`config.mk`:
```
export PLATFORM = sky130hd
export DESIGN_NAME = hls_run_sequencer
export DESIGN_NICKNAME = d
export VERILOG_FILES = /design/src/rtl/hls_run_pkg.sv /design/src/rtl/hls_run_watchdog.sv /design/src/rtl/hls_run_sequencer.sv
export SDC_FILE = /design/constraint.sdc
export NUM_CORES = 1
export LEC_CHECK = 0
export ABC_AREA = 1
export CAP_MARGIN = 25
export CORE_ASPECT_RATIO = 0.75
export CORE_MARGIN = 1
export CORE_UTILIZATION = 45
export DETAILED_ROUTE_END_ITERATION = 10
export GPL_ROUTABILITY_DRIVEN = 0
export GPL_TIMING_DRIVEN = 0
export PLACE_DENSITY = 0.65
export SETUP_SLACK_MARGIN = 0.05
export SYNTH_ARGS = -nofsm -noshare
export SYNTH_HDL_FRONTEND = slang
export SYNTH_HIERARCHICAL = 1
export SYNTH_SLANG_ARGS = --single-unit
```
`constraint.sdc`:
```
create_clock -name clock -period 2.8 [get_ports clock]
set_clock_uncertainty 0.2 [all_clocks]
set_input_delay 0.56 -clock clock [delete_from_list [all_inputs] [get_ports clock]]
set_output_delay 0.56 -clock clock [all_outputs]
set_load 0.02 [all_outputs]
```
`src/rtl/hls_run_pkg.sv`:
```
// Shared types and defaults for the HLS run sequencer and related harness blocks.
package hls_run_pkg;

  typedef enum logic [2:0] {
    StIdle,
    StDrst,
    StStart,
    StWait,
    StReport,
    StFin
  } run_state_e;

  localparam int unsigned DefaultTimeout = 200000000;
  localparam int unsigned DefaultCycW    = 32;
  localparam int unsigned DefaultRunW    = 8;

  typedef struct packed {
    logic [DefaultRunW-1:0] idx;
    logic [DefaultCycW-1:0] cycles;
    logic                   timeout;
  } run_result_t;

endpackage

```
`src/rtl/hls_run_watchdog.sv`:
```
// Loadable, saturating cycle counter with a compare-to-TIMEOUT flag.
module hls_run_watchdog
  import hls_run_pkg::*;
#(
  parameter int unsigned CYC_W   = 32,
  parameter int unsigned TIMEOUT = DefaultTimeout
) (
  input  logic             clk_i,
  input  logic             rst_i,
  input  logic             load_i,
  input  logic             inc_i,
  output logic [CYC_W-1:0] count_o,
  output logic             hit_o
);

  logic [CYC_W-1:0] count_d, count_q;

  always_comb begin
    count_d = count_q;
    if (load_i) begin
      count_d = CYC_W'(1);
    end else if (inc_i && (count_q != '1)) begin
      count_d = count_q + CYC_W'(1);
    end
  end

  always_ff @(posedge clk_i) begin
    if (rst_i) begin
      count_q <= '0;
    end else begin
      count_q <= count_d;
    end
  end

  assign count_o = count_q;
  assign hit_o   = (count_q == CYC_W'(TIMEOUT));

endmodule

```
`src/rtl/hls_run_sequencer.sv`:
```
// Sequences N back-to-back runs of an HLS accelerator: DUT reset, start, wait, report.
// Optional per-sequence min/max/sum statistics when HLS_RUN_SEQ_STATS_EN is defined.
module hls_run_sequencer
  import hls_run_pkg::*;
#(
  parameter int unsigned CYC_W      = 32,
  parameter int unsigned RUN_W      = 8,
  parameter int unsigned TIMEOUT    = DefaultTimeout,
  parameter int unsigned RST_CYCLES = 2
) (
  input  logic                   clock,
  input  logic                   reset,
  input  logic                   go,
  input  logic [RUN_W-1:0]       num_runs,
  output logic                   dut_reset,
  output logic                   dut_start,
  input  logic                   dut_done,
  output logic                   run_valid,
  output logic [RUN_W-1:0]       run_idx,
  output logic [CYC_W-1:0]       run_cycles,
  output logic                   run_timeout,
  output logic                   busy,
  output logic                   seq_done,
  output logic                   seq_aborted
`ifdef HLS_RUN_SEQ_STATS_EN
  ,
  output logic [CYC_W-1:0]       stat_min,
  output logic [CYC_W-1:0]       stat_max,
  output logic [CYC_W+RUN_W-1:0] stat_sum
`endif
);

  localparam int unsigned RstW = (RST_CYCLES > 1) ? $clog2(RST_CYCLES) : 1;

  run_state_e       state_d, state_q;
  logic [RstW-1:0]  rst_cnt_d, rst_cnt_q;
  logic [RUN_W-1:0] count_d, count_q;
  logic [RUN_W-1:0] idx_d, idx_q;
  logic [RUN_W-1:0] run_idx_d, run_idx_q;
  logic [CYC_W-1:0] run_cycles_d, run_cycles_q;
  logic             run_timeout_d, run_timeout_q;
  logic             run_valid_d, run_valid_q;
  logic             dut_reset_d, dut_reset_q;
  logic             dut_start_d, dut_start_q;
  logic             busy_d, busy_q;
  logic             seq_done_d, seq_done_q;
  logic             seq_aborted_d, seq_aborted_q;

  logic             go_acc, rep, rep_to;
  logic [CYC_W-1:0] rep_cycles;
  logic [CYC_W-1:0] wd_count;
  logic             wd_hit;

  hls_run_watchdog #(
    .CYC_W  (CYC_W),
    .TIMEOUT(TIMEOUT)
  ) u_watchdog (
    .clk_i  (clock),
    .rst_i  (reset),
    .load_i (state_q == StStart),
    .inc_i  (state_q == StWait),
    .count_o(wd_count),
    .hit_o  (wd_hit)
  );

`ifdef HLS_RUN_SEQ_STATS_EN
  logic [CYC_W-1:0]       stat_min_d, stat_min_q;
  logic [CYC_W-1:0]       stat_max_d, stat_max_q;
  logic [CYC_W+RUN_W-1:0] stat_sum_d, stat_sum_q;
`endif

  always_comb begin
    state_d       = state_q;
    rst_cnt_d     = rst_cnt_q;
    count_d       = count_q;
    idx_d         = idx_q;
    run_idx_d     = run_idx_q;
    run_cycles_d  = run_cycles_q;
    run_timeout_d = run_timeout_q;
    seq_aborted_d = seq_aborted_q;
    go_acc        = 1'b0;
    rep           = 1'b0;
    rep_to        = 1'b0;
    rep_cycles    = '0;

    case (state_q)
      StIdle: begin
        if (go) begin
          go_acc        = 1'b1;
          seq_aborted_d = 1'b0;
          if (num_runs != '0) begin
            count_d   = num_runs;
            idx_d     = '0;
            run_idx_d = '0;
            rst_cnt_d = '0;
            state_d   = StDrst;
          end else begin
            state_d = StFin;
          end
        end
      end
      StDrst: begin
        if (rst_cnt_q == RstW'(RST_CYCLES - 1)) begin
          state_d = StStart;
        end else begin
          rst_cnt_d = rst_cnt_q + RstW'(1);
        end
      end
      StStart: begin
        if (dut_done) begin
          rep        = 1'b1;
          rep_cycles = CYC_W'(1);
        end else begin
          state_d = StWait;
        end
      end
      StWait: begin
        // Done takes priority over a coincident watchdog hit.
        if (dut_done) begin
          rep        = 1'b1;
          rep_cycles = wd_count + CYC_W'(1);
        end else if (wd_hit) begin
          rep        = 1'b1;
          rep_to     = 1'b1;
          rep_cycles = CYC_W'(TIMEOUT);
        end
      end
      StReport: begin
        if (run_timeout_q || (idx_q == count_q - RUN_W'(1))) begin
          state_d = StFin;
        end else begin
          idx_d     = idx_q + RUN_W'(1);
          rst_cnt_d = '0;
          state_d   = StDrst;
        end
      end
      StFin: begin
        state_d = StIdle;
      end
      default: begin
        state_d = StIdle;
      end
    endcase

    if (rep) begin
      state_d       = StReport;
      run_idx_d     = idx_q;
      run_cycles_d  = rep_cycles;
      run_timeout_d = rep_to;
      if (rep_to) begin
        seq_aborted_d = 1'b1;
      end
    end

`ifdef HLS_RUN_SEQ_STATS_EN
    stat_min_d = stat_min_q;
    stat_max_d = stat_max_q;
    stat_sum_d = stat_sum_q;
    if (go_acc) begin
      stat_min_d = '1;
      stat_max_d = '0;
      stat_sum_d = '0;
    end else if (rep && !rep_to) begin
      if (rep_cycles < stat_min_q) stat_min_d = rep_cycles;
      if (rep_cycles > stat_max_q) stat_max_d = rep_cycles;
      stat_sum_d = stat_sum_q + {{RUN_W{1'b0}}, rep_cycles};
    end
`endif

    // Outputs are registered and track the state being entered.
    dut_reset_d = (state_d == StIdle) || (state_d == StDrst);
    dut_start_d = (state_d == StStart);
    run_valid_d = (state_d == StReport);
    seq_done_d  = (state_d == StFin);
    busy_d      = (state_d != StIdle);
  end

  always_ff @(posedge clock) begin
    if (reset) begin
      state_q       <= StIdle;
      rst_cnt_q     <= '0;
      count_q       <= '0;
      idx_q         <= '0;
      run_idx_q     <= '0;
      run_cycles_q  <= '0;
      run_timeout_q <= 1'b0;
      run_valid_q   <= 1'b0;
      dut_reset_q   <= 1'b1;
      dut_start_q   <= 1'b0;
      busy_q        <= 1'b0;
      seq_done_q    <= 1'b0;
      seq_aborted_q <= 1'b0;
`ifdef HLS_RUN_SEQ_STATS_EN
      stat_min_q    <= '1;
      stat_max_q    <= '0;
      stat_sum_q    <= '0;
`endif
    end else begin
      state_q       <= state_d;
      rst_cnt_q     <= rst_cnt_d;
      count_q       <= count_d;
      idx_q         <= idx_d;
      run_idx_q     <= run_idx_d;
      run_cycles_q  <= run_cycles_d;
      run_timeout_q <= run_timeout_d;
      run_valid_q   <= run_valid_d;
      dut_reset_q   <= dut_reset_d;
      dut_start_q   <= dut_start_d;
      busy_q        <= busy_d;
      seq_done_q    <= seq_done_d;
      seq_aborted_q <= seq_aborted_d;
`ifdef HLS_RUN_SEQ_STATS_EN
      stat_min_q    <= stat_min_d;
      stat_max_q    <= stat_max_d;
      stat_sum_q    <= stat_sum_d;
`endif
    end
  end

  assign dut_reset   = dut_reset_q;
  assign dut_start   = dut_start_q;
  assign run_valid   = run_valid_q;
  assign run_idx     = run_idx_q;
  assign run_cycles  = run_cycles_q;
  assign run_timeout = run_timeout_q;
  assign busy        = busy_q;
  assign seq_done    = seq_done_q;
  assign seq_aborted = seq_aborted_q;
`ifdef HLS_RUN_SEQ_STATS_EN
  assign stat_min    = stat_min_q;
  assign stat_max    = stat_max_q;
  assign stat_sum    = stat_sum_q;
`endif

endmodule
```
; Word level (Yosys, flattened, before mapping)
; Index checks and enable logic that the tools add are counted.
[totals]
word_cells = 85
output_inout_bits = 47
ff_bits = 99
[classes]
n_addsub = 4
eq_ne = 14
muxes = 34
n_reduce_logical = 18
[ops]
columns = cell, count
row1 = 32-bit case mux with 2 select lines, 1
row2 = 8-bit two-way mux, 5
row3 = "32-bit by 1-bit adder with 32-bit output, second input constant", 1
row4 = "32-bit by 28-bit equality test with 1-bit output, second input constant", 1
row5 = 32-bit two-way mux, 1
row6 = "32-bit != test, second input constant", 1
row7 = 28-bit two-way mux, 1
row8 = 3-bit two-way mux, 6
row9 = 1-bit two-way mux, 16
row10 = 8-bit case mux with 2 select lines, 1
row11 = 3-bit case mux with 5 select lines, 1
row12 = 2-bit nonzero test, 5
row13 = "3-bit by 2-bit equality test with 1-bit output, second input constant", 3
row14 = "3-bit equality test, second input constant", 3
row15 = "8-bit by 1-bit adder with 8-bit output, second input constant", 1
row16 = 8-bit equality test, 1
row17 = 4-bit AND reduction, 2
row18 = 8-bit nonzero test, 1
row19 = "8-bit by 1-bit subtractor with 8-bit output, second input constant", 1
row20 = "3-bit by 1-bit equality test with 1-bit output, second input constant", 2
row21 = 3-bit logical NOT, 2
row22 = "2-bit != test, second input constant", 3
row23 = 3-bit AND reduction, 2
row24 = 3-bit nonzero test, 2
row25 = other kinds (6), 7

; Longest topological paths before layout
[depth]
depth_word = 8
mapped_depth = 15

; Modules after synthesis
; The synthesis kept the hierarchy.
[modules_own_cells]
columns = mod, instances, area_per_inst_um2, seq_area_each_um2, cells_each
row1 = hls_run_sequencer, 1, 3898.7, 1341.3, 588
row2 = hls_run_watchdog, 1, 2243.4, 640.6, 360

; Worst setup path before layout
; Ideal clock, no wire load.
[synth_timing]
path_type = reg2reg
from = register u_watchdog.count_q[23] (netlist: u_watchdog/count_o[23])
to = register run_idx_q[7] (netlist: run_idx[7])
n_path_buf = 1
setup_slack_ns = 0.809
setup_time_ns = 0.135
arrival_time_ns = 1.656
path_stages_with_launch = 13
path_cell_list = dfxtp_1 > nand2_1 > inv_1 > nand2_1 > nor3_1 > nand4_1 > nor2_1 > nor2_1 > nor2_4 > nor2_8 > buf_2 > nand3_1 > a21oi_1
[synth_between]
elab_chain_cells = 6
[synth_rtl]
columns = element, line
row1 = "start, declared", hls_run_watchdog.sv:16  ; logic [CYC_W-1:0] count_d, count_q;
row2 = "start signal, assigned", hls_run_watchdog.sv:31  ; count_q <= count_d;
row3 = 32-bit by 28-bit equality test with 1-bit output *, hls_run_watchdog.sv:36  ; assign hit_o = (count_q == CYC_W'(TIMEOUT));
row4 = net wd_hit, hls_run_sequencer.sv:52  ; logic wd_hit;
row5 = 1-bit two-way mux *, hls_run_sequencer.sv:122  ; end else if (wd_hit) begin
row6 = 1-bit two-way mux *, hls_run_sequencer.sv:119  ; if (dut_done) begin
row7 = 1-bit case mux with 2 select lines *, hls_run_sequencer.sv:86  ; case (state_q)
row8 = 2-bit nonzero test (no source line), --
row9 = 3-bit AND reduction (no source line), --
row10 = "end signal, assigned", hls_run_sequencer.sv:203  ; run_idx_q <= run_idx_d;
row11 = "end, declared", hls_run_sequencer.sv:39  ; logic [RUN_W-1:0] run_idx_d, run_idx_q;
; Mark *: on every way through the listed nets, which the timed path passes. The rest lies on a longest branch.
; A chain may end at the register's enable or synchronous reset.

; Worst setup path in the final report
[layout_timing]
from = register u_watchdog.count_q[14] (netlist: u_watchdog/count_o[14])
to = register run_idx_q[7] (netlist: run_idx[7])
; The elaborated chain is that of the path after synthesis.

==> metrics <==
ys async rst share=0; DPL Wire Length=14000 µm; Req. time, crit path=2.83 ns; status=complete, no violations; Synth Area per Inst=6.48 µm²; CTS Root Cell=clkbuf_16; Final min period=2.64 ns; startpoint types=flip-flop; antenna violations before repair=0; clk sinks=99; Max VDD drop=0.386 mV; Comb pwr share=0.115; sw frac=0.282; CTS tree=built; Sequential Power Share=0.478; dominant cells by area after synthesis=dfxtp_1 (32%), nand2_1 (16%), nor2_1 (6.9%); Setup Fix Bufs, Post-CTS=0; Setup-failing EPs final=0; Post-CTS Hold Buffers=0; Synthesized Nets=965; clock network fraction of total power=0.407; share of cells above drive strength 1=0.106; crit end category=flip-flop; final setup TNS=0 ns; clock tree buffer depth=2; Die H=103 µm; commonest cells after routing, fill and taps aside=nand2_1 (268), nor2_1 (113), dfxtp_1 (97); H-Tree Depth=3; detailed-route DRC error count=0; I/O pin total=59; pre-CTS WS=0.137 ns; Static Leak=0.00271 µW; Netlist cell types=46; Wirelength per Cell=15.3 µm; DRT Wirelength=18200 µm; Worst-path clk slew=0.07 ns; power per cell area=425 nW/µm²; slew at the pin with the worst max-slew slack=0.553 ns; hold slack=0.261 ns; drt via density=5.18; Crit path arrival time=2.67 ns; largest net degree at the start of global routing=19; count of flip-flops with a built-in enable after synthesis=0; Pre-antenna DRT Iters=5; Starting DRT DRC Count=654; GRT Util Overall=0.269; area of the mapped netlist=6140 µm²; Internal Power=2200 µW; worst hold path class=flip-flop to flip-flop; most common cell after layout, fill and taps aside=nand2_1; TritonCTS buffer count=9; die width=137 µm; DR vias=6171; Final Max Tran Viols=0; period utilization=0.944; post-synth top area cell=dfxtp_1; Slew Limit Headroom=0.628; filler cell count=1342; Switching Power=867 µW; WS Path Type=flip-flop to flip-flop; Die Area=14100 µm²; max_cap viols=0; vias in the first global route=5202; FMAX=378 MHz; Initial Util=0.467; synthesized flop and latch total=99; FF+latch area=1980 µm²; critical path peak fanout=10; area share of the largest cell type after synthesis=0.323; Yosys Warn Count=6; first-pass GRT wire length=28700 µm; P&R area growth vs syn=17.6%; row count=36; clk_lat worst skew=0.36 ns; nets@finish=1033; predominant post-synthesis flop cell=dfxtp_1; area of the multi-input gates=3620 µm²; final worst slack=0.156 ns; post_cts resized=0; RSZ-0062 raised after global routing=no; core region area=13200 µm²; Final ANT Viol Nets=0; post-synthesis sequential area ratio=0.323; grt ovf=0; Synth Instances=948; Antenna Diode Count=0; Final Hold Fails=0; # port buffers=57
## routing by layer
| metal | wire [µm] | GRT usage | vias up |
|---|---|---|---|
| met5 | 0 | 0 | - |
| met3 | 1480 | 0.0473 | 10 |
| met1 | 10100 | 0.455 | 2709 |
| li1 | - | - | 3197 |
| met4 | 127 | 0.0507 | 0 |
| met2 | 6530 | 0.334 | 255 |
## area by class of cell
cell class | instances | area share
plain buffers | 27 | 0.0216
repair buffers | 57 | 0.0790
multi-input cells | 721 | 0.502
clock inverters | 6 | 0.00779
clock buffers | 10 | 0.0331
flip-flops and latches | 99 | 0.275
inverters | 101 | 0.0526
well taps | 171 | 0.0296
## cell families (layout without fill, tap and decap cells)
group,count (synthesis),after routing,share of synthesized area
flip-flops,99,99,0.323
adder cells (fa/ha/maj),5,5,0.0102
XOR/XNOR,28,28,0.0399
buffers and inverters,128,201,0.0874
AO/OA/AOI/OAI,114,114,0.100
AND/OR/NAND/NOR,574,574,0.440
## cells in the mapped netlist, types with 10 or more instances
library cell and number:
nor4_1 10, nor3_1 17, a21oi_1 79, o21ai_0 18, inv_1 92, nand3_1 80
nand2_2 13, dfxtp_1 99, nor2_1 113, xnor2_1 11, nand4_1 22, nand2_1 268
xor2_1 17, buf_2 12, nor2_4 11
## path summary, 6_finish.rpt
| kind | cells past startpoint | slack, ns | endpoint | from |
|---|---|---|---|---|
| setup / recovery | 10 | 0.16 | run_idx[7]$_SDFFE_PP0P_ | u_watchdog/count_o[14]$_SDFFE_PP0P_ |
| hold / removal | 2 | 0.26 | run_cycles[3]$_SDFFE_PP0P_ | run_cycles[3]$_SDFFE_PP0P_ |
| setup reg to reg | 10 | 0.16 | run_idx[7]$_SDFFE_PP0P_ | u_watchdog/count_o[14]$_SDFFE_PP0P_ |
| hold reg to reg | 2 | 0.26 | run_cycles[3]$_SDFFE_PP0P_ | run_cycles[3]$_SDFFE_PP0P_ |
## worst max-delay path, stage by stage (launching register included)
cell and delay, ns:
dfxtp_1 0.57, nand2_1 0.18, nor3_1 0.33, nand4_1 0.16
nor2_1 0.26, nor2_1 0.11, nor2_4 0.20, nor2_8 0.09
buf_2 0.22, nand3_1 0.12, a21oi_1 0.07
## metrics by stage
step           total power [µW]  std cells  instance area [µm²]  utilization
3_5_place_dp               1850       1176                 6930        0.527
3_3_place_gp               1850       1176                 6930        0.527
6_report                   3070       1192                 7220        0.549
5_1_grt                    3200       1192                 7220        0.549
4_1_cts                    3100       1192                 7220        0.549
2_1_floorplan              1740        948                 6140            -
## power by group through the flow
stage | clock (µW) | combinational (µW) | sequential (µW)
floorplan | 0 | 237 | 1500
global placement | 0 | 347 | 1500
detailed placement | 0 | 347 | 1500
CTS | 1280 | 349 | 1470
global route | 1330 | 392 | 1470
finish | 1250 | 352 | 1470
## sequential cells by signal (all words and copies together), names as in the netlist, 3 cells and up
signal,cells
run_cycles,32
run_idx,8
state_q,3
count_q,8
idx_q,8
u_watchdog/count_o,32
Power figures use the tool's default switching activity.
